### config.mk
export PLATFORM = sky130hd
export DESIGN_NAME = load_data_ctrl
export DESIGN_NICKNAME = d
export VERILOG_FILES = /design/src/rtl/load_data_pkg.sv /design/src/rtl/load_data_beat_calc.sv /design/src/rtl/load_data_ctrl.sv
export SDC_FILE = /design/constraint.sdc
export NUM_CORES = 1
export LEC_CHECK = 0
export BUFFER_PORTS_ARGS = -buffer_cell sky130_fd_sc_hd__clkbuf_2
export CAP_MARGIN = 20
export CORE_AREA = 4 4 95 97
export CTS_CLUSTER_DIAMETER = 30
export DETAILED_ROUTE_END_ITERATION = 10
export DIE_AREA = 0 0 99 101
export PLACE_DENSITY = 0.8
export SYNTH_ARGS = -nofsm -noshare
export SYNTH_HDL_FRONTEND = slang
export SYNTH_SLANG_ARGS = --single-unit
### constraint.sdc
create_clock -name i_clk -period 2.9 [get_ports i_clk]
set_input_delay 0.58 -clock i_clk [delete_from_list [all_inputs] [get_ports i_clk]]
set_output_delay 0.58 -clock i_clk [all_outputs]
set_load 0.1 [all_outputs]
### src/rtl/load_data_pkg.sv
// Shared types and constants for the load-data sequencer: state encoding,
// default geometry and the beat descriptor carried to the buffer read port.
package load_data_pkg;

   localparam int LOAD_DATA_READ_WIDTH = 32;
   localparam int LOAD_POINTER_WIDTH   = 30;
   localparam int LOAD_ADDR_WIDTH      = 21;
   localparam int LOAD_LEN_WIDTH       = 11;

   typedef enum logic [1:0] {
      IDLE  = 2'd0,
      BEAT0 = 2'd1,
      BEAT1 = 2'd2
   } load_ctrl_state_t;

   typedef struct packed {
      logic [LOAD_ADDR_WIDTH-1:0] addr;
      logic [LOAD_LEN_WIDTH-1:0]  beg_idx;
      logic [LOAD_LEN_WIDTH-1:0]  len;
      logic                       last;
   } load_beat_t;

endpackage

### src/rtl/load_data_beat_calc.sv
// Combinational segment decode: row address, in-row begin, end index,
// row-crossing (split) and illegal-length flags from pointer and length.
module load_data_beat_calc
   import load_data_pkg::*;
#(
   parameter int DATA_READ_WIDTH = LOAD_DATA_READ_WIDTH,
   parameter int POINTER_WIDTH   = LOAD_POINTER_WIDTH,
   parameter int ADDR_WIDTH      = LOAD_ADDR_WIDTH,
   parameter int LEN_WIDTH       = LOAD_LEN_WIDTH
) (
   input  logic [POINTER_WIDTH-1:0] i_pointer,
   input  logic [LEN_WIDTH-1:0]     i_len,
   output logic [ADDR_WIDTH-1:0]    o_addr,
   output logic [LEN_WIDTH-1:0]     o_begin,
   output logic [LEN_WIDTH:0]       o_end,
   output logic                     o_split,
   output logic                     o_illegal
);

   localparam int SHIFT = $clog2(DATA_READ_WIDTH);

   logic [POINTER_WIDTH-1:0] w_row;

   assign w_row     = i_pointer >> SHIFT;
   assign o_addr    = w_row[ADDR_WIDTH-1:0];
   assign o_begin   = i_pointer[LEN_WIDTH-1:0] & LEN_WIDTH'(DATA_READ_WIDTH - 1);
   // One extra bit so begin+len never wraps before the split compare.
   assign o_end     = {1'b0, o_begin} + {1'b0, i_len};
   assign o_split   = o_end > (LEN_WIDTH+1)'(DATA_READ_WIDTH);
   assign o_illegal = i_len > LEN_WIDTH'(DATA_READ_WIDTH);

endmodule

### src/rtl/load_data_ctrl.sv
// Load-data sequencer: turns (pointer, len) requests into one or two buffer
// read beats. Optional counters enabled by LOAD_DATA_CTRL_STATS_EN.
module load_data_ctrl
   import load_data_pkg::*;
#(
   parameter int DATA_READ_WIDTH = LOAD_DATA_READ_WIDTH,
   parameter int POINTER_WIDTH   = LOAD_POINTER_WIDTH,
   parameter int ADDR_WIDTH      = LOAD_ADDR_WIDTH,
   parameter int LEN_WIDTH       = LOAD_LEN_WIDTH
) (
   input  logic                     i_clk,
   input  logic                     i_rst,
   input  logic                     i_ena,
   input  logic                     i_req_valid,
   output logic                     o_req_ready,
   input  logic [POINTER_WIDTH-1:0] i_req_pointer,
   input  logic [LEN_WIDTH-1:0]     i_req_len,
   output logic                     o_out_valid,
   input  logic                     i_out_ready,
   output logic [LEN_WIDTH-1:0]     o_out_begin,
   output logic [LEN_WIDTH-1:0]     o_out_len,
   output logic                     o_out_last,
   output logic                     o_rd_en,
   output logic [ADDR_WIDTH-1:0]    o_rd_addr,
   output logic                     o_err,
   output logic [31:0]              o_stat_req_cnt,
   output logic [31:0]              o_stat_split_cnt
);

   load_ctrl_state_t r_state, w_state_nxt;

   logic [ADDR_WIDTH-1:0] r_addr;
   logic [LEN_WIDTH-1:0]  r_begin, r_len;
   logic [LEN_WIDTH:0]    r_end;
   logic                  r_split, r_err;

   logic [ADDR_WIDTH-1:0] w_addr;
   logic [LEN_WIDTH-1:0]  w_begin;
   logic [LEN_WIDTH:0]    w_end;
   logic                  w_split, w_illegal;
   logic                  w_out_valid, w_req_ready, w_accept, w_load, w_adv;
   load_beat_t            w_beat;

   load_data_beat_calc #(
      .DATA_READ_WIDTH (DATA_READ_WIDTH),
      .POINTER_WIDTH   (POINTER_WIDTH),
      .ADDR_WIDTH      (ADDR_WIDTH),
      .LEN_WIDTH       (LEN_WIDTH)
   ) u_calc (
      .i_pointer (i_req_pointer),
      .i_len     (i_req_len),
      .o_addr    (w_addr),
      .o_begin   (w_begin),
      .o_end     (w_end),
      .o_split   (w_split),
      .o_illegal (w_illegal)
   );

   assign w_out_valid = (r_state != IDLE);

   always_comb begin
      w_beat = '0;
      case (r_state)
         BEAT0: begin
            w_beat.addr    = r_addr;
            w_beat.beg_idx = r_begin;
            w_beat.len     = r_split ? (LEN_WIDTH'(DATA_READ_WIDTH) - r_begin) : r_len;
            w_beat.last    = ~r_split;
         end
         BEAT1: begin
            w_beat.addr    = r_addr + 1'b1;
            w_beat.beg_idx = '0;
            w_beat.len     = LEN_WIDTH'(r_end - (LEN_WIDTH+1)'(DATA_READ_WIDTH));
            w_beat.last    = 1'b1;
         end
         default: w_beat = '0;
      endcase
   end

   // Ready re-opens on the last beat's handshake so requests stream back-to-back.
   assign w_adv       = i_ena & i_out_ready & w_out_valid;
   assign w_req_ready = i_ena & ((r_state == IDLE) | (w_beat.last & w_adv));
   assign w_accept    = i_req_valid & w_req_ready;
   assign w_load      = w_accept & ~w_illegal;

   always_comb begin
      w_state_nxt = r_state;
      case (r_state)
         IDLE:  if (w_load) w_state_nxt = BEAT0;
         BEAT0: if (w_adv)  w_state_nxt = r_split ? BEAT1 : (w_load ? BEAT0 : IDLE);
         BEAT1: if (w_adv)  w_state_nxt = w_load ? BEAT0 : IDLE;
         default:           w_state_nxt = IDLE;
      endcase
   end

   always_ff @(posedge i_clk or posedge i_rst) begin
      if (i_rst) begin
         r_state <= IDLE;
         r_addr  <= '0;
         r_begin <= '0;
         r_len   <= '0;
         r_end   <= '0;
         r_split <= 1'b0;
         r_err   <= 1'b0;
      end else begin
         r_state <= w_state_nxt;
         r_err   <= w_accept & w_illegal;
         if (w_load) begin
            r_addr  <= w_addr;
            r_begin <= w_begin;
            r_len   <= i_req_len;
            r_end   <= w_end;
            r_split <= w_split;
         end
      end
   end

`ifdef LOAD_DATA_CTRL_STATS_EN
   logic [31:0] r_req_cnt, r_split_cnt;

   always_ff @(posedge i_clk or posedge i_rst) begin
      if (i_rst) begin
         r_req_cnt   <= '0;
         r_split_cnt <= '0;
      end else if (w_load) begin
         r_req_cnt <= r_req_cnt + 32'd1;
         if (w_split) r_split_cnt <= r_split_cnt + 32'd1;
      end
   end

   assign o_stat_req_cnt   = r_req_cnt;
   assign o_stat_split_cnt = r_split_cnt;
`else
   assign o_stat_req_cnt   = '0;
   assign o_stat_split_cnt = '0;
`endif

   assign o_req_ready = w_req_ready;
   assign o_out_valid = w_out_valid;
   assign o_out_begin = w_beat.beg_idx;
   assign o_out_len   = w_beat.len;
   assign o_out_last  = w_beat.last;
   assign o_rd_addr   = w_beat.addr;
   assign o_rd_en     = w_adv;
   assign o_err       = r_err;

endmodule

# Yosys cells after proc, flatten, opt, wreduce, memory -nomap -nowiden
# Index checks and enable logic that the tools add are counted.
# op_classes
n_bitwise,10
add_sub_neg,4
eq_ne,5
n_mux,8
reduce_logical,3
order_cmp,2
# op_table
op,count
one-hot mux 44 bit (2 select lines),1
"adder 21 x 1 -> 21 bit, second input constant",1
adder 5 x 11 -> 12 bit,1
"> comparator 12 x 6 -> 1 bit, second input constant",1
"> comparator 11 x 6 -> 1 bit, second input constant",1
2-to-1 mux 11 bit,1
"subtractor 11 x 6 -> 11 bit, second input constant",1
2-to-1 mux 2 bit,4
bitwise AND 1 bit,7
"subtractor 6 x 5 -> 7 bit, first input constant",1
"!= test 2 bit, second input constant",3
one-hot mux 2 bit (3 select lines),1
AND reduction 3 bit,1
"== test 2 x 1 -> 1 bit, second input constant",1
"== test 2 bit, second input constant",1
logical NOT 2 bit,1
inverter 1 bit,2
nonzero test 2 bit,1
2-to-1 mux 1 bit,1
bitwise OR 1 bit,1
# totals
reg_bits,52
input_bits,46
out_inout_bits,112
elab_cells,39

# Longest topological paths before layout
# Gate-level depths: netlist of the first run.
# depth
ltp_word,12
ltp_mapped,9

# Cells and area by module
# From an unflattened synthesis of the first run, not the netlist that was laid out.
# hier_totals
hier_cells,507
hier_area_um2,4702.0
# by_module_without_submodules
mod,area_each_um2,seq_area_each_um2,n_inst,cells_per_inst
load_data_ctrl,4057.6,1451.4,1,416
load_data_beat_calc,644.4,0.0,1,91

# Least setup slack after synthesis of the first run
# OpenSTA, ideal clock, no wires.
# synth_timing
path_type,reg2out
startpoint,register r_state[0]
endpoint,output o_rd_addr[5]
path_stages_with_launch,6
t_arrival_ps,4201
path_slack_ps,-1881
path_buffers,1
cell_sequence,dfrtp_1 > inv_1 > ha_1 > nand2_1 > clkbuf_1 > o41ai_1
# synth_via
elab_chain_len,2
word_cells_on_any_way,3
cone_classes,2 x eq/ne; 1 x mux
# synth_rtl
item,line,text
"start, declared",load_data_ctrl.sv:30,"load_ctrl_state_t r_state, w_state_nxt;"
"start signal, assigned",load_data_ctrl.sv:106,r_state <= w_state_nxt;
== test 2 bit / == test 2 x 1 -> 1 bit (equally long branches),load_data_ctrl.sv:63,case (r_state)
one-hot mux 44 bit (2 select lines) (*),load_data_ctrl.sv:63,
"end, declared",load_data_ctrl.sv:24,"output logic [ADDR_WIDTH-1:0] o_rd_addr,"
# Every way passes the cells marked *; elsewhere a longest branch is shown, timed or not.

# Worst setup path after layout of the first run
# layout_timing
startpoint,register r_addr[6]
endpoint,output o_rd_addr[15]
# layout_via
elab_chain_len,2
# layout_rtl
item,line,text
"start, declared",load_data_ctrl.sv:32,logic [ADDR_WIDTH-1:0] r_addr;
"start signal, assigned",load_data_ctrl.sv:109,r_addr <= w_addr;
adder 21 x 1 -> 21 bit,load_data_ctrl.sv:71,w_beat.addr = r_addr + 1'b1;
one-hot mux 44 bit (2 select lines),load_data_ctrl.sv:63,
# No other way between the ends.

==> impl_metrics.py, run 1 <==
metrics = {
    "status": {
        "run_status": "complete, no violations",
    },
    "die": {
        "floorplan.die_area_um2": 10000,
        "placementRows": 33,
        "dieHeight_um": 101,
        "floorplan.initialDensity": 0.487,
        "i_o_pin_cnt": 158,
        "core_area_um2": 8130,
        "die_width_um": 99,
    },
    "final_layout": {
        "n_fill_cell": 648,
        "finish.utilization": 0.623,
        "fin_cells": 615,
        "fin_nets": 568,
        "layout-drive-gt1-share": 0.367,
        "seqCellArea_um2": 1300,
        "area_growth_pct": 28.0,
        "multi_input_comb_area_um2": 2410,
        "antenna-diode-count": 0,
    },
    "timing": {
        "final_max_slew_violation_count": 0,
        "finClkSkew_ns": 0.00972,
        "setup_violations": 0,
        "minimum_clock_period_after_layout_ns": 2.82,
        "setup-tns-final_ns": 0,
        "max_slew_margin": 0.549,
        "max_clock_freq_mhz": 355,
        "finalCritPeriodShare": 0.971,
        "worst_slew_pin_slew_ns": 0.676,
        "hold_violations": 0,
    },
    "worst_setup_path": {
        "worst_setup_path_end_kind": "output port",
        "worstSetupStartpointType": "flop",
        "regToRegSetupSlack_ns": 0.51,
        "critical_path.reg2reg.startpoint": "r_state[1]",
        "reg2regPathDepth": 8,
        "crit_path_start": "r_addr[6]",
        "reg2reg_to": "r_addr[13]",
        "cp_max_fo": 9,
        "crit_arrival_ns": 2.24,
        "crit_type": "flop to output port",
        "critical_path_required_ns": 2.32,
    },
    "placement": {
        "total_placed_cells_including_tap_cells": 606,
        "portBuffers": 83,
        "globalplace.congestion": 0.882,
        "detailed_place_hpwl_um": 7590,
    },
    "yosys": {
        "yosysSeqAreaShare": 0.328,
        "synth_top_flop_cell": "sky130_fd_sc_hd__dfrtp_1",
        "synth_cell_types": 48,
        "synth_area_per_inst_um2": 9.43,
        "synth_warnings": 0,
        "netlist_area_um2": 3960,
        "ys_async_sr_fraction": 1.00,
        "number_of_flops_mapped_to_enable_cells_by_yosys": 0,
        "syn_inst": 420,
        "ys_ff_latch": 52,
    },
    "power": {
        "leakagePower_nw": 2.36,
        "power_density_nw_per_um2": 451,
        "max-vdd-ir-drop_mv": 0.205,
        "power_w": 0.00229,
    },
    "detailed_routing": {
        "drt_iter0_markers": 159,
        "routed_wire_length_per_instance_um": 16.1,
        "antenna_violating_nets_post_route": 0,
        "postRouteWirelength_um": 9930,
        "routed_via_density": 5.31,
        "post-route-drc-count": 0,
        "first_pass_iters": 6,
        "vias": 3267,
    },
    "grt": {
        "grt_start_max_net_pins": 32,
        "groute.usage.overall": 0.192,
        "antenna_found_initial": 0,
        "grt_first_pass_wirelength_um": 15700,
        "grt_overflow_total": 0,
        "first_global_vias": 3113,
    },
    "clock_tree": {
        "clock_path_buffers": 2,
        "clkLatencyLatePin_ns": 0.31,
        "worst_setup_hold_path_clk_slew_ns": 0.11,
        "clock_sink_count": 52,
        "htree_levels": 2,
        "buffer_cell_driving_the_clock_tree_root": "sky130_fd_sc_hd__clkbuf_8",
        "tritoncts": "yes",
        "cts_hold_buf": 0,
        "cts_buffers": 5,
    },
    "run": {
        "maxCapViolations": 0,
    },
    "min_path": {
        "worstHoldPathType": "primary input to asynchronous set/reset pin",
    },
}
## cells in the mapped netlist (2+ instances only)
cell / number / area [um2]
sky130_fd_sc_hd__o31ai_1: 2 / 15.0
sky130_fd_sc_hd__a211oi_1: 2 / 15.0
sky130_fd_sc_hd__and3_1: 5 / 31.3
sky130_fd_sc_hd__a31oi_1: 4 / 25.0
sky130_fd_sc_hd__nor2_1: 15 / 56.3
sky130_fd_sc_hd__nand2_1: 28 / 105
sky130_fd_sc_hd__o21a_1: 2 / 15.0
sky130_fd_sc_hd__mux2i_1: 4 / 40.0
sky130_fd_sc_hd__buf_12: 4 / 80.1
sky130_fd_sc_hd__clkbuf_1: 9 / 33.8
sky130_fd_sc_hd__nand4_1: 6 / 37.5
sky130_fd_sc_hd__inv_1: 18 / 67.6
sky130_fd_sc_hd__xnor2_1: 5 / 43.8
sky130_fd_sc_hd__mux2_4: 30 / 450
sky130_fd_sc_hd__xor2_1: 11 / 96.3
sky130_fd_sc_hd__dfrtp_1: 52 / 1300
sky130_fd_sc_hd__mux2_2: 3 / 33.8
sky130_fd_sc_hd__ha_1: 12 / 150
sky130_fd_sc_hd__and2_1: 13 / 81.3
sky130_fd_sc_hd__nor3b_1: 3 / 22.5
sky130_fd_sc_hd__or4_1: 2 / 15.0
sky130_fd_sc_hd__nor3_1: 10 / 50.1
sky130_fd_sc_hd__nand2b_1: 2 / 12.5
sky130_fd_sc_hd__nor2b_1: 13 / 81.3
sky130_fd_sc_hd__a222oi_1: 4 / 40.0
sky130_fd_sc_hd__nand3_1: 17 / 85.1
sky130_fd_sc_hd__o21ai_0: 36 / 180
sky130_fd_sc_hd__buf_4: 71 / 533
sky130_fd_sc_hd__a21oi_1: 12 / 60.1
sky130_fd_sc_hd__nor4_1: 2 / 12.5
sky130_fd_sc_hd__a22oi_1: 6 / 45.0
## cells in the final DEF, fill, tap and decap left out, types with 4 or more instances in the layout
cell	Yosys	final
sky130_fd_sc_hd__a222oi_1	4	4
sky130_fd_sc_hd__ha_1	12	12
sky130_fd_sc_hd__nand4_1	6	6
sky130_fd_sc_hd__buf_4	71	15
sky130_fd_sc_hd__nor2_1	15	15
sky130_fd_sc_hd__dfrtp_1	52	51
sky130_fd_sc_hd__inv_1	18	17
sky130_fd_sc_hd__a22oi_1	6	6
sky130_fd_sc_hd__o21ai_2	0	12
sky130_fd_sc_hd__clkbuf_2	0	50
sky130_fd_sc_hd__a31oi_1	4	4
sky130_fd_sc_hd__o21ai_1	1	4
sky130_fd_sc_hd__o21ai_0	36	18
sky130_fd_sc_hd__mux2i_1	4	4
sky130_fd_sc_hd__clkbuf_8	0	5
sky130_fd_sc_hd__xnor2_1	5	5
sky130_fd_sc_hd__nor3_1	10	6
sky130_fd_sc_hd__nand2_1	28	27
sky130_fd_sc_hd__buf_12	4	34
sky130_fd_sc_hd__and2_1	13	12
sky130_fd_sc_hd__xor2_1	11	11
sky130_fd_sc_hd__nor3_2	0	4
sky130_fd_sc_hd__and3_1	5	5
sky130_fd_sc_hd__conb_1	1	70
sky130_fd_sc_hd__a21oi_1	12	12
sky130_fd_sc_hd__mux2_4	30	30
sky130_fd_sc_hd__nor2b_2	0	12
sky130_fd_sc_hd__nand3_1	17	16
## cell type report
cell class / count / share of cell area
Timing Repair Buffer: 99 / 0.206
Tap cell: 105 / 0.0259
Clock buffer: 5 / 0.0136
Inverter: 18 / 0.0133
Clock inverter: 3 / 0.00913
Multi-Input combinational cell: 333 / 0.475
Sequential cell: 52 / 0.257
## layer usage
metal / vias up / routed length (um) / GRT usage
met4: 0 / 84 / 0.0378
met1: 1589 / 3920 / 0.249
met5: - / 0 / 0
met2: 169 / 5140 / 0.338
met3: 13 / 787 / 0.0311
li1: 1496 / - / -
## how the worst max path moves through the flow
| stage | cells after the start | slack (ns) | endpoint |
|---|---|---|---|
| 6_report | 6 | 0.08 | o_rd_addr[15] |
| 5_1_grt | 6 | -0.05 | o_rd_addr[15] |
| 4_1_cts | 8 | -0.02 | o_rd_addr[16] |
| 3_5_place_dp | 6 | 0.32 | o_rd_addr[12] |
| 3_3_place_gp | 6 | 0.37 | o_rd_addr[12] |
| 2_1_floorplan | 5 | -0.15 | o_out_begin[0] |
## registers in the layout (all words and copies together), names as in the netlist
register,cells
r_addr,21
r_begin,5
r_state,2
r_end,11
r_split,1
r_len,11
o_err,1
## cells by family (layout without fill, tap and decap cells)
kind of cell / count (synthesis) / after routing / synth area share
and+or+nand+nor: 120 / 120 / 0.157
buffers and inverters: 104 / 125 / 0.184
AOI/OAI and AO/OA: 77 / 77 / 0.119
DFF: 52 / 52 / 0.328
muxes: 37 / 37 / 0.132
xor gates and xnor gates: 16 / 16 / 0.0354
adders and majority gates: 13 / 13 / 0.0429
other: 1 / 70 / 0.000946
## repair_timing
| action | CTS | global route |
|---|---|---|
| setup buffers | 0 | 1 |
| setup endpoints to repair | 3 | 13 |
| gates resized for setup | 3 | 11 |
## where the power goes
| group | switching, W | leakage [nW] | internal [W] | total (W) |
|---|---|---|---|---|
| Combinational | 0.000693 | 1.64 | 0.000209 | 0.000902 |
| Clock | 0.000264 | 0.0548 | 0.000261 | 0.000524 |
| Sequential | 0.0000758 | 0.673 | 0.000785 | 0.000861 |
| Total | 0.00103 | 2.36 | 0.00125 | 0.00229 |
## critical path: stages, from the launching register on
cell                      delay, ns
sky130_fd_sc_hd__dfrtp_1       0.51
sky130_fd_sc_hd__nand4_1       0.31
sky130_fd_sc_hd__nor4_2        0.43
sky130_fd_sc_hd__nand3_1       0.15
sky130_fd_sc_hd__xor2_1        0.17
sky130_fd_sc_hd__o21ai_2       0.16
sky130_fd_sc_hd__buf_12        0.19
## through the flow
| step | worst slack (ns) | hold slack [ns] | area, um2 |
|---|---|---|---|
| floorplan | -0.147 | 0.454 | 4400 |
| global placement | 0.373 | 0.469 | 4900 |
| detailed placement | 0.324 | 0.476 | 4900 |
| CTS | -0.0178 | 0.373 | 5030 |
| global route | -0.0506 | 0.407 | 5070 |
| finish | 0.0846 | 0.355 | 5070 |
Power figures use the tool's default switching activity.
==> run 2: changes to the inputs <==
CORE_AREA = 4 4 99 92   (was 4 4 95 97)
DIE_AREA = 0 0 103 96   (was 0 0 99 101)
PLACE_DENSITY = 0.81   (was 0.8)
SLEW_MARGIN = 10   (was unset)
==> run 2 against run 1 <==
Compared with the run above: critical path depth is 2 higher; critical path type unchanged; clock power is 2% higher; critical endpoint is now o_rd_addr[20]; hold slack better by 0.069 ns; largest cell class unchanged; non-clock buffer count is 2 higher.
==> impl_metrics.py, run 2 (synthesized netlist as in run 1, its figures left out) <==
metrics = {
    "timing": {
        "finClkSkew_ns": 0.00804,
        "finalCritPeriodShare": 0.968,
        "worst_slew_pin_slew_ns": 0.684,
        "max_slew_margin": 0.544,
        "minimum_clock_period_after_layout_ns": 2.81,
        "hold_violations": 0,
        "hold_ws_ns": 0.424,
        "max_clock_freq_mhz": 356,
        "setup_slack_ns": 0.0926,
        "setup_violations": 0,
        "final_max_slew_violation_count": 0,
    },
    "detailed_routing": {
        "routed_wire_length_per_instance_um": 17.0,
        "post-route-drc-count": 0,
        "routed_via_density": 5.37,
        "first_pass_iters": 6,
        "vias": 3284,
        "drt_iter0_markers": 255,
        "postRouteWirelength_um": 10400,
        "antenna_violating_nets_post_route": 0,
    },
    "final_layout": {
        "max_reg_flops": 21,
        "most_used_cells_in_the_layout_excluding_fill_and_tap_cells": "sky130_fd_sc_hd__conb_1 (70), sky130_fd_sc_hd__clkbuf_2 (51), sky130_fd_sc_hd__dfrtp_1 (49), sky130_fd_sc_hd__buf_12 (35), sky130_fd_sc_hd__mux2_4 (30)",
        "layout-drive-gt1-share": 0.375,
        "antenna-diode-count": 0,
        "largestRegisters": "r_addr (21), r_end (11), r_len (11)",
        "fin_nets": 570,
        "layout.cells.most_common": "sky130_fd_sc_hd__conb_1",
        "area_growth_pct": 29.5,
        "max_flop_register": "r_addr",
    },
    "worst_setup_path": {
        "cpPeakStageDelay_ns": 0.44,
        "slowest_cell_on_crit_path": "sky130_fd_sc_hd__dfrtp_2",
        "worstPathCellList": "ha_1, nand3_4, nor3_4, buf_4, nand4_1, xor2_1, o21ai_4, buf_12",
        "crit_type": "flop to output port",
        "path_buf_inv": 2,
        "cp_top_family": "simple AND/OR/NAND/NOR gates",
        "worstSetupStartpointType": "flop",
        "critical_path_required_ns": 2.32,
        "crit_arrival_ns": 2.23,
        "cp_max_fo": 5,
        "worst_setup_path_end_kind": "output port",
    },
    "die": {
        "placementRows": 31,
        "i_o_pin_cnt": 158,
        "floorplan.die_area_um2": 9890,
        "floorplan.initialDensity": 0.496,
        "dieHeight_um": 96,
        "core_area_um2": 7990,
        "die_width_um": 103,
    },
    "grt": {
        "antenna_found_initial": 0,
        "first_global_vias": 3154,
        "grt_start_max_net_pins": 53,
        "groute.usage.overall": 0.202,
        "grt_first_pass_wirelength_um": 15700,
        "grt_overflow_total": 0,
    },
    "power": {
        "leakagePower_nw": 2.42,
        "power_density_nw_per_um2": 451,
        "max-vdd-ir-drop_mv": 0.337,
    },
    "clock_tree": {
        "clkLatencyLatePin_ns": 0.31,
        "clock_path_buffers": 2,
        "tritoncts": "yes",
        "htree_levels": 2,
        "clock_sink_count": 52,
        "cts_hold_buf": 0,
        "worst_setup_hold_path_clk_slew_ns": 0.10,
        "buffer_cell_driving_the_clock_tree_root": "sky130_fd_sc_hd__clkbuf_8",
        "cts_buffers": 5,
    },
    "run": {
        "maxCapViolations": 0,
    },
    "status": {
        "run_status": "complete, no violations",
    },
    "placement": {
        "detailed_place_hpwl_um": 7650,
        "portBuffers": 83,
        "post-place-ws_ns": 0.101,
        "globalplace.congestion": 0.922,
    },
    "min_path": {
        "worstHoldPathType": "primary input to asynchronous set/reset pin",
    },
}
run 2: repair_timing:
item	4_1_cts	5_1_grt
resized for setup	5	18
pin swaps	0	3
setup endpoints to repair	8	23
gates cloned	0	0
buffers inserted	0	5
run 2: through the flow:
step            util  std cells  TNS (ns)  power (W)  instance area [um2]
6_report       0.642        611         0    0.00232                 5130
5_1_grt        0.642        611   -0.0220    0.00241                 5130
4_1_cts        0.629        606    -0.331    0.00230                 5020
3_5_place_dp   0.612        598         0    0.00176                 4890
3_3_place_gp   0.612        598         0    0.00174                 4890
2_1_floorplan      -        489    -0.383    0.00168                 4400
run 2: worst min-delay path, delay by kind of cell:
family	cells	cell delay, ns
buffers and inverters	3	0.64
run 2: area by class of cell:
| class | instances | area (um2) |
|---|---|---|
| tap | 99 | 124 |
| sequential | 52 | 1310 |
| fill | 607 | 2860 |
| clock buffer | 6 | 82.6 |
| inverter | 18 | 67.6 |
| timing repair buffer | 101 | 1070 |
| multi-input combinational | 333 | 2450 |
| clock inverter | 2 | 38.8 |
run 2: path summary, 6_finish.rpt:
| kind | from | cells after the start | slack, ns | to |
|---|---|---|---|---|
| max | r_addr[0] | 8 | 0.09 | o_rd_addr[20] |
| min | i_rst | 3 | 0.42 | r_addr[5] |
| max reg2reg | r_state[0] | 8 | 0.49 | r_end[4] |
| min reg2reg | r_len[10] | 1 | 0.50 | r_len[10] |
| max in group asynchronous | i_rst | 3 | 1.98 | r_addr[0] |
| min in group i_clk | i_req_pointer[8] | 2 | 0.49 | r_addr[3] |
run 2: report_power, final:
part,internal (W),switching (W),total [W]
Clock,0.000283,0.000252,0.000535
Sequential,0.000785,0.0000842,0.000870
Combinational,0.000217,0.000695,0.000912
run 2: routing by layer:
layer  wire length (um)  vias to the layer above  GRT usage
met5                  0                        -          0
met4                295                        0     0.0734
met3                865                       32     0.0341
met2               5160                      214      0.329
met1               4060                     1523      0.271
li1                   -                     1515          -
